### config.mk
export PLATFORM = sky130hd
export DESIGN_NAME = multicycle_control_unit
export DESIGN_NICKNAME = d
export VERILOG_FILES = /design/src/rtl/multicycle_control_unit.sv
export SDC_FILE = /design/constraint.sdc
export NUM_CORES = 1
export LEC_CHECK = 0
export CORE_MARGIN = 4
export CORE_UTILIZATION = 45
export CTS_CLUSTER_DIAMETER = 200
export DETAILED_ROUTE_END_ITERATION = 16
export DONT_BUFFER_PORTS = 1
export PLACE_DENSITY_LB_ADDON = 0.15
export SYNTH_ARGS = -nofsm -noshare
export SYNTH_HDL_FRONTEND = slang
export SYNTH_SLANG_ARGS = --single-unit
### constraint.sdc
create_clock -name clk -period 2.95 [get_ports clk]
set_clock_uncertainty 0.2 [all_clocks]
set_input_delay 0.4425 -clock clk [delete_from_list [all_inputs] [get_ports clk]]
set_output_delay 0.4425 -clock clk [all_outputs]
set_load 0.05 [all_outputs]
### src/rtl/multicycle_control_unit.sv
// Multicycle MIPS control unit: Moore FSM sequencing fetch, decode, memory,
// ALU, branch and jump steps, decoding the datapath controls from the current state.
module multicycle_control_unit (
    input  logic       clk,
    input  logic       reset,
    input  logic [5:0] Op,
    input  logic [5:0] Funct,
    input  logic       Zero,
    output logic       IorD,
    output logic       MemWrite,
    output logic       IRWrite,
    output logic       PCEn,
    output logic       ALUSrcA,
    output logic [1:0] ALUSrcB,
    output logic [2:0] ALUControl,
    output logic [1:0] PCSrc,
    output logic [1:0] RegDst,
    output logic [1:0] MemtoReg,
    output logic       RegWrite,
    output logic [3:0] state
);

    localparam logic [3:0] S_FETCH   = 4'd0;
    localparam logic [3:0] S_DECODE  = 4'd1;
    localparam logic [3:0] S_MEMADR  = 4'd2;
    localparam logic [3:0] S_MEMRD   = 4'd3;
    localparam logic [3:0] S_MEMWB   = 4'd4;
    localparam logic [3:0] S_MEMWR   = 4'd5;
    localparam logic [3:0] S_EXECUTE = 4'd6;
    localparam logic [3:0] S_ALUWB   = 4'd7;
    localparam logic [3:0] S_BRANCH  = 4'd8;
    localparam logic [3:0] S_ADDIEX  = 4'd9;
    localparam logic [3:0] S_ADDIWB  = 4'd10;
    localparam logic [3:0] S_JUMP    = 4'd11;
    localparam logic [3:0] S_JAL     = 4'd12;
    localparam logic [3:0] S_JR      = 4'd13;

    localparam logic [5:0] OP_RTYPE = 6'b000000;
    localparam logic [5:0] OP_LW    = 6'b100011;
    localparam logic [5:0] OP_SW    = 6'b101011;
    localparam logic [5:0] OP_BEQ   = 6'b000100;
    localparam logic [5:0] OP_ADDI  = 6'b001000;
    localparam logic [5:0] OP_J     = 6'b000010;
    localparam logic [5:0] OP_JAL   = 6'b000011;
    localparam logic [5:0] FN_JR    = 6'b001000;

    localparam logic [2:0] ALU_ADD = 3'b010;

    logic [3:0] state_q;
    logic [3:0] state_d;
    logic [2:0] alu_fn_q;
    logic [2:0] alu_fn_d;
    logic       pc_write_s;
    logic       branch_s;

    // Map an R-type Funct onto its ALU operation; 3'b011 flags an unsupported Funct.
    function automatic logic [2:0] funct_to_alu(input logic [5:0] fn);
        logic [2:0] res;
        case (fn)
            6'b100000: res = 3'b010;
            6'b100010: res = 3'b110;
            6'b100100: res = 3'b000;
            6'b100101: res = 3'b001;
            6'b101010: res = 3'b111;
            default:   res = 3'b011;
        endcase
        return res;
    endfunction

    // State and latched ALU function register; reset forces FETCH immediately.
    always_ff @(posedge clk or posedge reset) begin
        if (reset) begin
            state_q  <= S_FETCH;
            alu_fn_q <= ALU_ADD;
        end else begin
            state_q  <= state_d;
            alu_fn_q <= alu_fn_d;
        end
    end

    // Next-state logic; Op/Funct are only consulted in DECODE and MEMADR.
    always_comb begin
        state_d  = S_FETCH;
        alu_fn_d = alu_fn_q;
        case (state_q)
            S_FETCH:  state_d = S_DECODE;
            S_DECODE: begin
                // EXECUTE uses this captured value so later Funct changes are ignored.
                alu_fn_d = funct_to_alu(Funct);
                case (Op)
                    OP_LW, OP_SW: state_d = S_MEMADR;
                    OP_RTYPE: begin
                        if (Funct == FN_JR) begin
                            state_d = S_JR;
                        end else if (funct_to_alu(Funct) != 3'b011) begin
                            state_d = S_EXECUTE;
                        end else begin
                            state_d = S_FETCH;
                        end
                    end
                    OP_BEQ:  state_d = S_BRANCH;
                    OP_ADDI: state_d = S_ADDIEX;
                    OP_J:    state_d = S_JUMP;
                    OP_JAL:  state_d = S_JAL;
                    default: state_d = S_FETCH;
                endcase
            end
            S_MEMADR: begin
                if (Op == OP_SW) begin
                    state_d = S_MEMWR;
                end else if (Op == OP_LW) begin
                    state_d = S_MEMRD;
                end else begin
                    state_d = S_FETCH;
                end
            end
            S_MEMRD:   state_d = S_MEMWB;
            S_EXECUTE: state_d = S_ALUWB;
            S_ADDIEX:  state_d = S_ADDIWB;
            default:   state_d = S_FETCH;
        endcase
    end

    // Moore output decode; unused codes drive the inert defaults.
    always_comb begin
        IorD       = 1'b0;
        MemWrite   = 1'b0;
        IRWrite    = 1'b0;
        ALUSrcA    = 1'b0;
        ALUSrcB    = 2'b00;
        ALUControl = ALU_ADD;
        PCSrc      = 2'b00;
        RegDst     = 2'b00;
        MemtoReg   = 2'b00;
        RegWrite   = 1'b0;
        pc_write_s = 1'b0;
        branch_s   = 1'b0;
        case (state_q)
            S_FETCH: begin
                IRWrite    = 1'b1;
                ALUSrcB    = 2'b01;
                pc_write_s = 1'b1;
            end
            S_DECODE: ALUSrcB = 2'b11;
            S_MEMADR: begin
                ALUSrcA = 1'b1;
                ALUSrcB = 2'b10;
            end
            S_MEMRD: IorD = 1'b1;
            S_MEMWB: begin
                MemtoReg = 2'b01;
                RegWrite = 1'b1;
            end
            S_MEMWR: begin
                IorD     = 1'b1;
                MemWrite = 1'b1;
            end
            S_EXECUTE: begin
                ALUSrcA    = 1'b1;
                ALUControl = alu_fn_q;
            end
            S_ALUWB: begin
                RegDst   = 2'b01;
                RegWrite = 1'b1;
            end
            S_BRANCH: begin
                ALUSrcA    = 1'b1;
                ALUControl = 3'b110;
                PCSrc      = 2'b01;
                branch_s   = 1'b1;
            end
            S_ADDIEX: begin
                ALUSrcA = 1'b1;
                ALUSrcB = 2'b10;
            end
            S_ADDIWB: RegWrite = 1'b1;
            S_JUMP: begin
                PCSrc      = 2'b10;
                pc_write_s = 1'b1;
            end
            S_JAL: begin
                PCSrc      = 2'b10;
                pc_write_s = 1'b1;
                RegDst     = 2'b10;
                MemtoReg   = 2'b10;
                RegWrite   = 1'b1;
            end
            S_JR: begin
                PCSrc      = 2'b11;
                pc_write_s = 1'b1;
            end
            default: begin
                IorD = 1'b0;
            end
        endcase
    end

    assign PCEn  = pc_write_s | (branch_s & Zero);
    assign state = state_q;

endmodule

## After elaboration in Yosys (flattened, before gate mapping)

Index checks and enable logic that the tools add are counted.

- Bits in registers: 7
- Bits of input ports: 15

- Eq/ne operators: 26
- Muxes and demuxes: 22
- Bitwise gates (word level): 2
- Reductions and logical operators: 9

Operators with widths:

| operator | number |
|---|---|
| $pmux W4 S6 | 2 |
| $eq A6 B6 Y1 const B | 7 |
| $eq A4 B4 Y1 const B | 6 |
| $eq A4 B3 Y1 const B | 4 |
| $mux W3 | 5 |
| $pmux W3 S5 | 1 |
| $eq A6 B2 Y1 const B | 2 |
| $eq A6 B4 Y1 const B | 2 |
| $pmux W2 S3 | 2 |
| $reduce_or A4 Y1 | 3 |
| $eq A4 B2 Y1 const B | 2 |
| $pmux W2 S2 | 2 |
| $reduce_or A2 Y1 | 4 |
| $mux W1 | 7 |
| $eq A6 B3 Y1 const B | 1 |
| $logic_not A6 Y1 | 1 |
| $pmux W3 S2 | 1 |
| $eq A4 B1 Y1 const B | 1 |
| $logic_not A4 Y1 | 1 |
| $mux W4 | 1 |
| $ne A3 B2 Y1 const B | 1 |
| $mux W2 | 1 |
| $and A1 B1 Y1 | 1 |
| $or A1 B1 Y1 | 1 |

## Depth between registers and ports, before layout

Gate-level depths: netlist of run 1.

- Depth after elaboration: 10
- Gate-level depth with buffers: 5

## Least setup slack after synthesis of run 1

Ideal clock, no wire load.

- Path type: register -> output
- From: register state_q[0] (netlist: state[0])
- To: output IRWrite
- Arrival: 2533 ps
- Required time: 2308 ps
- Path slack: -225 ps
- Stages on the path, launching flop included: 4
- Path buffers: 2
- Path through: dfrtp_1 -> buf_2 -> clkbuf_1 -> nor4_1

- Word-level cells in the longest chain between the ends: 2

Ends and longest elaborated chain:

| element | line | RTL |
|---|---|---|
| start, declared | 49 | `logic [3:0] state_q;` |
| start signal, assigned | 76 | `state_q <= state_d;` |
| $logic_not A4 Y1 | 138 | `case (state_q)` |
| $mux W1 | 138 |  |
| end, declared | 11 | `output logic IRWrite,` |

Every way passes these cells.

## Worst setup path in the final report of run 1

- From: register state_q[2] (netlist: state[2])
- To: output PCSrc[1]

- Word-level cells in the longest chain between the ends: 3
- Elaborated cells between the ends (all ways): 6

Ends and longest elaborated chain:

| element | line | RTL |
|---|---|---|
| $eq A4 B4 Y1 | 138 |  |
| $reduce_or A2 Y1 (no source line) | - |  |
| $pmux W2 S3 (*) | 138 |  |
| end, declared | 16 | `output logic [1:0] PCSrc,` |

Every way passes the cells marked *; elsewhere a longest branch is shown, timed or not.

==> results of run 1 <==
==> synth_stat cells, types with 3 or more instances <==
cell type	number	area (sq um)
nand2_1	7	26.3
nor2b_1	4	25.0
nor4_1	3	18.8
o22ai_1	3	18.8
buf_2	6	30.0
nor2_1	15	56.3
nand2b_1	5	31.3
a21oi_1	7	35.0
and3_1	3	18.8
dfrtp_1	6	150
nor3_1	6	30.0
inv_1	4	15.0
==> path summary, 6_finish.rpt <==
| path | from | to | slack [ns] | depth (start not counted) |
|---|---|---|---|---|
| hold reg to reg | alu_fn_q[1] | alu_fn_q[1] | 0.31 | 2 |
| max in group asynchronous | reset | alu_fn_q[1] | 1.94 | 2 |
| setup reg to reg | state[0] | state[0] | 0.94 | 5 |
| hold / removal | Op[3] | state[0] | 0.19 | 2 |
| min in group asynchronous | reset | state[2] | 0.35 | 2 |
| setup / recovery | state[2] | PCSrc[1] | 0.48 | 2 |
==> cell families (layout without fill, tap and decap cells) <==
group | count (synthesis) | in the layout | share of synthesized area
simple gates | 55 | 55 | 0.389
compound gates | 30 | 30 | 0.275
buf+inv | 13 | 27 | 0.0833
flops | 7 | 7 | 0.218
xor+xnor | 2 | 2 | 0.0216
mux | 1 | 1 | 0.0139
==> cell type report <==
cell class | instances | area share
multi-input cells | 88 | 0.597
clock buffers | 4 | 0.0269
well taps | 25 | 0.0320
flip-flops and latches | 7 | 0.181
repair buffers | 19 | 0.149
inverters | 4 | 0.0154
==> power by group through the flow <==
stage	Clock (mW)	Combinational, mW	Sequential [mW]
after CTS	0.0870	0.462	0.161
final	0.0853	0.459	0.162
after global routing	0.0960	0.486	0.167
after detailed placement	0	0.459	0.163
after floorplan	0	0.359	0.166
after global placement	0	0.459	0.162
==> registers in the layout, summed over array words and instances (netlist names) <==
signal and count:
state 4, alu_fn_q 3
==> critical path, cell delays in order (launching register included) <==
cell	delay, ns
dfrtp_1	0.75
nor2b_1	0.34
o21a_1	0.48
==> metal layers <==
layer / GRT usage / up-vias
li1: - / 422
met1: 0.199 / 363
met2: 0.252 / 24
met3: 0.0297 / 3
met4: 0.0807 / 0
met5: 0 / -
==> repair_timing <==
action,4_1_cts,5_1_grt
endpoints found under the hold margin,6,0
setup endpoints to repair,0,0
hold buffers,1,0
setup buffers,0,0
==> run summary, run 1 <==
FF+latch count, synth: 7
Clock sinks: 7
Synthesized cell area: 811 sq um
DRT met1 WL: 834 microns
Post-Syn Nets: 123
H-tree depth: 1
Post-Synthesis Cells: 108
Die footprint: 2540 sq um
Post-CTS Resized: 0
Io pins: 36
I/O Buffers: 0
Max frequency: 406 MHz
DRC Markers: 0
Grt ovf: 0
Async SR Flop Fraction: 1.00
Outcome: finished clean
Most frequent cells in the layout: buf_4 (18), nor2_1 (15), a21oi_1 (7), nand2_1 (7)
Max VDD drop: 0.277 mV
Drt total wl: 1900 microns
Clk slew on worst S/H paths: 0.05 ns
Cell Rows: 15
Multi-input gate area: 583 sq um
Placed Area: 941 sq um
Mean Syn Cell Area: 7.51 sq um
Crit-path max FO: 19
Static Leak: 0.432 nW
Final Core Density: 0.572
Commonest non-fill, non-tap cell in the layout: buf_4
Slew Limit Fails: 0
Setup slack after layout: 0.484 ns
Clk pwr share: 0.121
Global router's overall resource usage: 0.157
Critical Path Source Type: flop
Initial DRC Count: 25
Share of power burned in registers: 0.229
TritonCTS buffer count: 3
Switching share of power: 0.543
Largest net degree at the start of global routing: 21
Number of antenna violations at the first check in global routing: 0
Place WS: 0.755 ns
Post-route cell area: 977 sq um
First-pass GRT wire length: 3180 microns
Initial Utilization: 0.475
Die Y: 50.4 microns
Max_cap viols: 0
Tot Pwr: 0.706 mW
Max_slew headroom: 0.567
Tmin final: 2.47 ns
Register area: 176 sq um
Setup TNS Final: 0 ns
Clock Root Buffer: clkbuf_4
Worst Setup End Kind: primary output
Layout cell share with drive strength beyond 1: 0.262
Power Internal: 0.323 mW
Top sig layer: met4
Final setup viols: 0
Dpl cells: 142
CTS tree: built
Yosys warns: 0
WP data required: 2.31 ns
Worst Tran Pin Value: 0.650 ns
Clk buf depth: 2
Total Nets Final: 138
Skew-Pair Late Insertion Delay: 0.25 ns
Final std cells w/o fill: 147
DR vias: 812
Primary FF master, synth: dfrtp_1
Area growth syn-to-layout: 20.5%
Met2 wire len: 908 microns
Share of the clock period used by the worst path: 0.836
Final hold viol count: 0
Switching power total: 0.383 mW
Sequential fraction of the synthesis area: 0.218
Unrepaired setup endpoints after global routing: false
Vias in the first global route: 776
Antenna cell count: 0
Combinational power share: 0.650
Die width: 50.4 microns
P per Cell Area: 722 nW/um^2
Number of synthesized flops with an enable pin: 0
Setup CP Type: reg2out
Fillcell total: 160
Final hold slack: 0.189 ns
Number of distinct library cells after synthesis: 45
Gpl congestion: 0.786
Crit path DAT: 1.82 ns
Class of the worst hold path: in2reg
CORE AREA: 1710 sq um
DRT antenna net count: 0
DP HPWL: 1440 microns
DR WL met3: 132 microns
DR WL/cell: 12.9 microns
Vias/cell: 5.52
Total iterations of the first detailed-routing run: 4
(Power assumes the default switching activity.)
==> inputs of run 2 (changes only) <==
--- a/config.mk
+++ b/config.mk
@@ -5,6 +5,7 @@
 export SDC_FILE = /design/constraint.sdc
 export NUM_CORES = 1
 export LEC_CHECK = 0
+export ABC_AREA = 1
 export CORE_MARGIN = 4
 export CORE_UTILIZATION = 45
 export CTS_CLUSTER_DIAMETER = 200
==> constraint.sdc (replaced) <==
create_clock -name clk -period 2.45 [get_ports clk]
set_clock_uncertainty 0.2 [all_clocks]
set_input_delay 0.3675 -clock clk [delete_from_list [all_inputs] [get_ports clk]]
set_output_delay 0.3675 -clock clk [all_outputs]
set_load 0.05 [all_outputs]
==> run summary, run 2 <==
Initial Utilization: 0.499 (was 0.475)
Fillcell total: 170 (was 160)
Static Leak: 0.612 nW (was 0.432 nW)
Async SR Flop Fraction: 1.00 (unchanged)
Class of the worst hold path: in2reg (unchanged)
First-pass GRT wire length: 3350 microns (was 3180 microns)
Die width: 50.1 microns (was 50.4 microns)
Area growth syn-to-layout: 30.7% (was 20.5%)
DR WL/cell: 10.2 microns (was 12.9 microns)
Commonest non-fill, non-tap cell in the layout: nand2_1 (was buf_4)
Share of the clock period used by the worst path: 0.872
Layout cell share with drive strength beyond 1: 0.250 (was 0.262)
Crit path DAT: 1.57 ns (was 1.82 ns)
Slew Limit Fails: 0 (unchanged)
Dpl cells: 187 (was 142)
CTS tree: built (unchanged)
Number of synthesized flops with an enable pin: 0 (unchanged)
Commonest cells post-synth: nand2_1 (37), inv_1 (29), nor2_1 (27) (was nor2_1 (15), a21oi_1 (7), nand2_1 (7))
Gpl congestion: 0.868 (was 0.786)
Final std cells w/o fill: 192 (was 147)
Synth top area cells: dfrtp_1 (19%), nand2_1 (17%), inv_1 (14%), nor2_1 (13%), nand3_1 (6.3%) (was dfrtp_1 (19%), nor2_1 (6.9%), a21oi_1 (4.3%), nand2b_1 (3.9%), buf_2 (3.7%))
WP data required: 1.88 ns (was 2.31 ns)
Clk slew on worst S/H paths: 0.06 ns (was 0.05 ns)
Initial DRC Count: 17 (was 25)
Die footprint: 2510 sq um (was 2540 sq um)
Antenna cell count: 0 (unchanged)
Setup CP Type: reg2out (unchanged)
Post-synth top area share: 0.189 (was 0.185)
P per Cell Area: 933 nW/um^2 (was 722 nW/um^2)
Die Y: 50.1 microns (was 50.4 microns)
TritonCTS buffer count: 3 (unchanged)
Skew-Pair Late Insertion Delay: 0.26 ns (was 0.25 ns)
Largest net degree at the start of global routing: 9 (was 21)
Max_cap viols: 0 (unchanged)
Max frequency: 468 MHz
H-tree depth: 1 (unchanged)
Vias/cell: 4.67 (was 5.52)
Number of antenna violations at the first check in global routing: 0 (unchanged)
Global router's overall resource usage: 0.171 (was 0.157)
Tmin final: 2.14 ns
Final setup viols: 0 (unchanged)
Setup Buffers After CTS: 0 (unchanged)
Max_slew headroom: 0.685 (was 0.567)
Clock sinks: 7 (unchanged)
Vias in the first global route: 845 (was 776)
Post-Synthesis Cells: 144 (was 108)
Crit-path max FO: 8 (was 19)
Clock Root Buffer: clkbuf_4 (unchanged)
Total Nets Final: 184 (was 138)
Outcome: finished clean (unchanged)
Clk buf depth: 2 (unchanged)
Total iterations of the first detailed-routing run: 4 (unchanged)
Max VDD drop: 0.511 mV (was 0.277 mV)
Cell Rows: 14 (was 15)
DR vias: 897 (was 812)
DRC Markers: 0 (unchanged)
Yosys warns: 0 (unchanged)
Unrepaired setup endpoints after global routing: false (unchanged)
Worst Tran Pin Value: 0.473 ns (was 0.650 ns)
DRT antenna net count: 0 (unchanged)
Max reg flops: 4 (unchanged)
Sequential fraction of the synthesis area: 0.222 (was 0.218)
Drt total wl: 1960 microns (was 1900 microns)
Io pins: 36 (unchanged)
I/O Buffers: 0 (unchanged)
CORE AREA: 1590 sq um (was 1710 sq um)
Grt ovf: 0 (unchanged)
Synthesized cell area: 796 sq um (was 811 sq um)
Leading area contributor after synthesis: dfrtp_1 (unchanged)
Most frequent cell after synthesis: nand2_1 (was nor2_1)
Mean Syn Cell Area: 5.53 sq um (was 7.51 sq um)
Most frequent cells in the layout: nand2_1 (37), inv_1 (29), nor2_1 (25) (was buf_4 (18), nor2_1 (15), a21oi_1 (7), nand2_1 (7))
Critical Path Source Type: flop (unchanged)
Final hold viol count: 0 (unchanged)
FF+latch count, synth: 7 (unchanged)
DP HPWL: 1620 microns (was 1440 microns)
Worst Setup End Kind: primary output (unchanged)
Primary FF master, synth: dfrtp_1 (unchanged)
Number of distinct library cells after synthesis: 22 (was 45)
Final Core Density: 0.652 (was 0.572)
Post-Syn Nets: 159 (was 123)
run 2: changes by cell type in the layout (fill, tap and decap cells not counted), moves of 5 or more:
cell      previous run  this run
nand2_1              7        37
inv_1                4        29
nand3_1              0        10
nor2_1              15        25
inv_2                0         7
nand2b_1             5         0
nor2_2               0         5
nor3_1               6         1
run 2: metal layers:
metal / global-route usage / share of wire / vias to the layer above
li1: - / - / 479
met1: 0.201 / 0.45 / 382
met2: 0.289 / 0.46 / 31
met3: 0.0361 / 0.068 / 5
met4: 0.0829 / 0.018 / 0
met5: 0 / 0 / -
run 2: logic make-up after synthesis:
| family | after synthesis | share of synthesized area |
|---|---|---|
| and+or+nand+nor | 91 | 0.539 |
| buffers and inverters | 36 | 0.170 |
| AOI/OAI and AO/OA | 10 | 0.0692 |
| DFF | 7 | 0.222 |
run 2: path summary, 6_finish.rpt:
path,from,end,slack (ns),cells after the start
worst max-delay path,state[3],ALUSrcB[1],0.31,6
worst min-delay path,Op[2],state[0],0.17,3
worst max register to register,state[3],alu_fn_q[0],0.97,6
worst min register to register,alu_fn_q[1],alu_fn_q[1],0.26,2
max in group asynchronous,reset,alu_fn_q[1],1.51,2
min in group asynchronous,reset,state[2],0.27,2
run 2: final cells by class:
class	count	area, sq um	share of cell area
inverter	36	135	0.130
sequential	7	176	0.170
multi-input combinational	101	494	0.475
clock buffer	4	26.3	0.0253
timing repair buffer	20	178	0.171
tap	24	30.0	0.0289
run 2: where the power goes:
part           switching [mW]  internal (mW)  total (mW)
registers              0.0365          0.155       0.192
clock network          0.0489         0.0626       0.111
logic                   0.467          0.199       0.666
run 2: through the flow:
| step | setup TNS (ns) | instance area (sq um) | setup slack (ns) | hold slack [ns] | power (mW) |
|---|---|---|---|---|---|
| 2_1_floorplan | -0.242 | 806 | -0.242 | -0.0298 | 0.661 |
| 4_1_cts | 0 | 1040 | 0.304 | 0.163 | 0.974 |
| 3_5_place_dp | 0 | 1000 | 0.589 | 0.0000143 | 0.855 |
| 5_1_grt | 0 | 1040 | 0.189 | 0.210 | 1.03 |
| 6_report | 0 | 1040 | 0.313 | 0.174 | 0.970 |
| 3_3_place_gp | 0 | 1000 | 0.600 | -0.00446 | 0.848 |
run 2: critical path, cell delays in order, from the launching register on:
cell and delay, ns:
dfrtp_1 0.40, nor2_1 0.20, inv_1 0.18, nor2_8 0.19, inv_2 0.07, nand2_1 0.07, buf_4 0.19
run 2: timing repair:
action,in CTS,in global routing
hold buffers,1,0
hold endpoints to repair,7,0
gates resized for setup,0,0
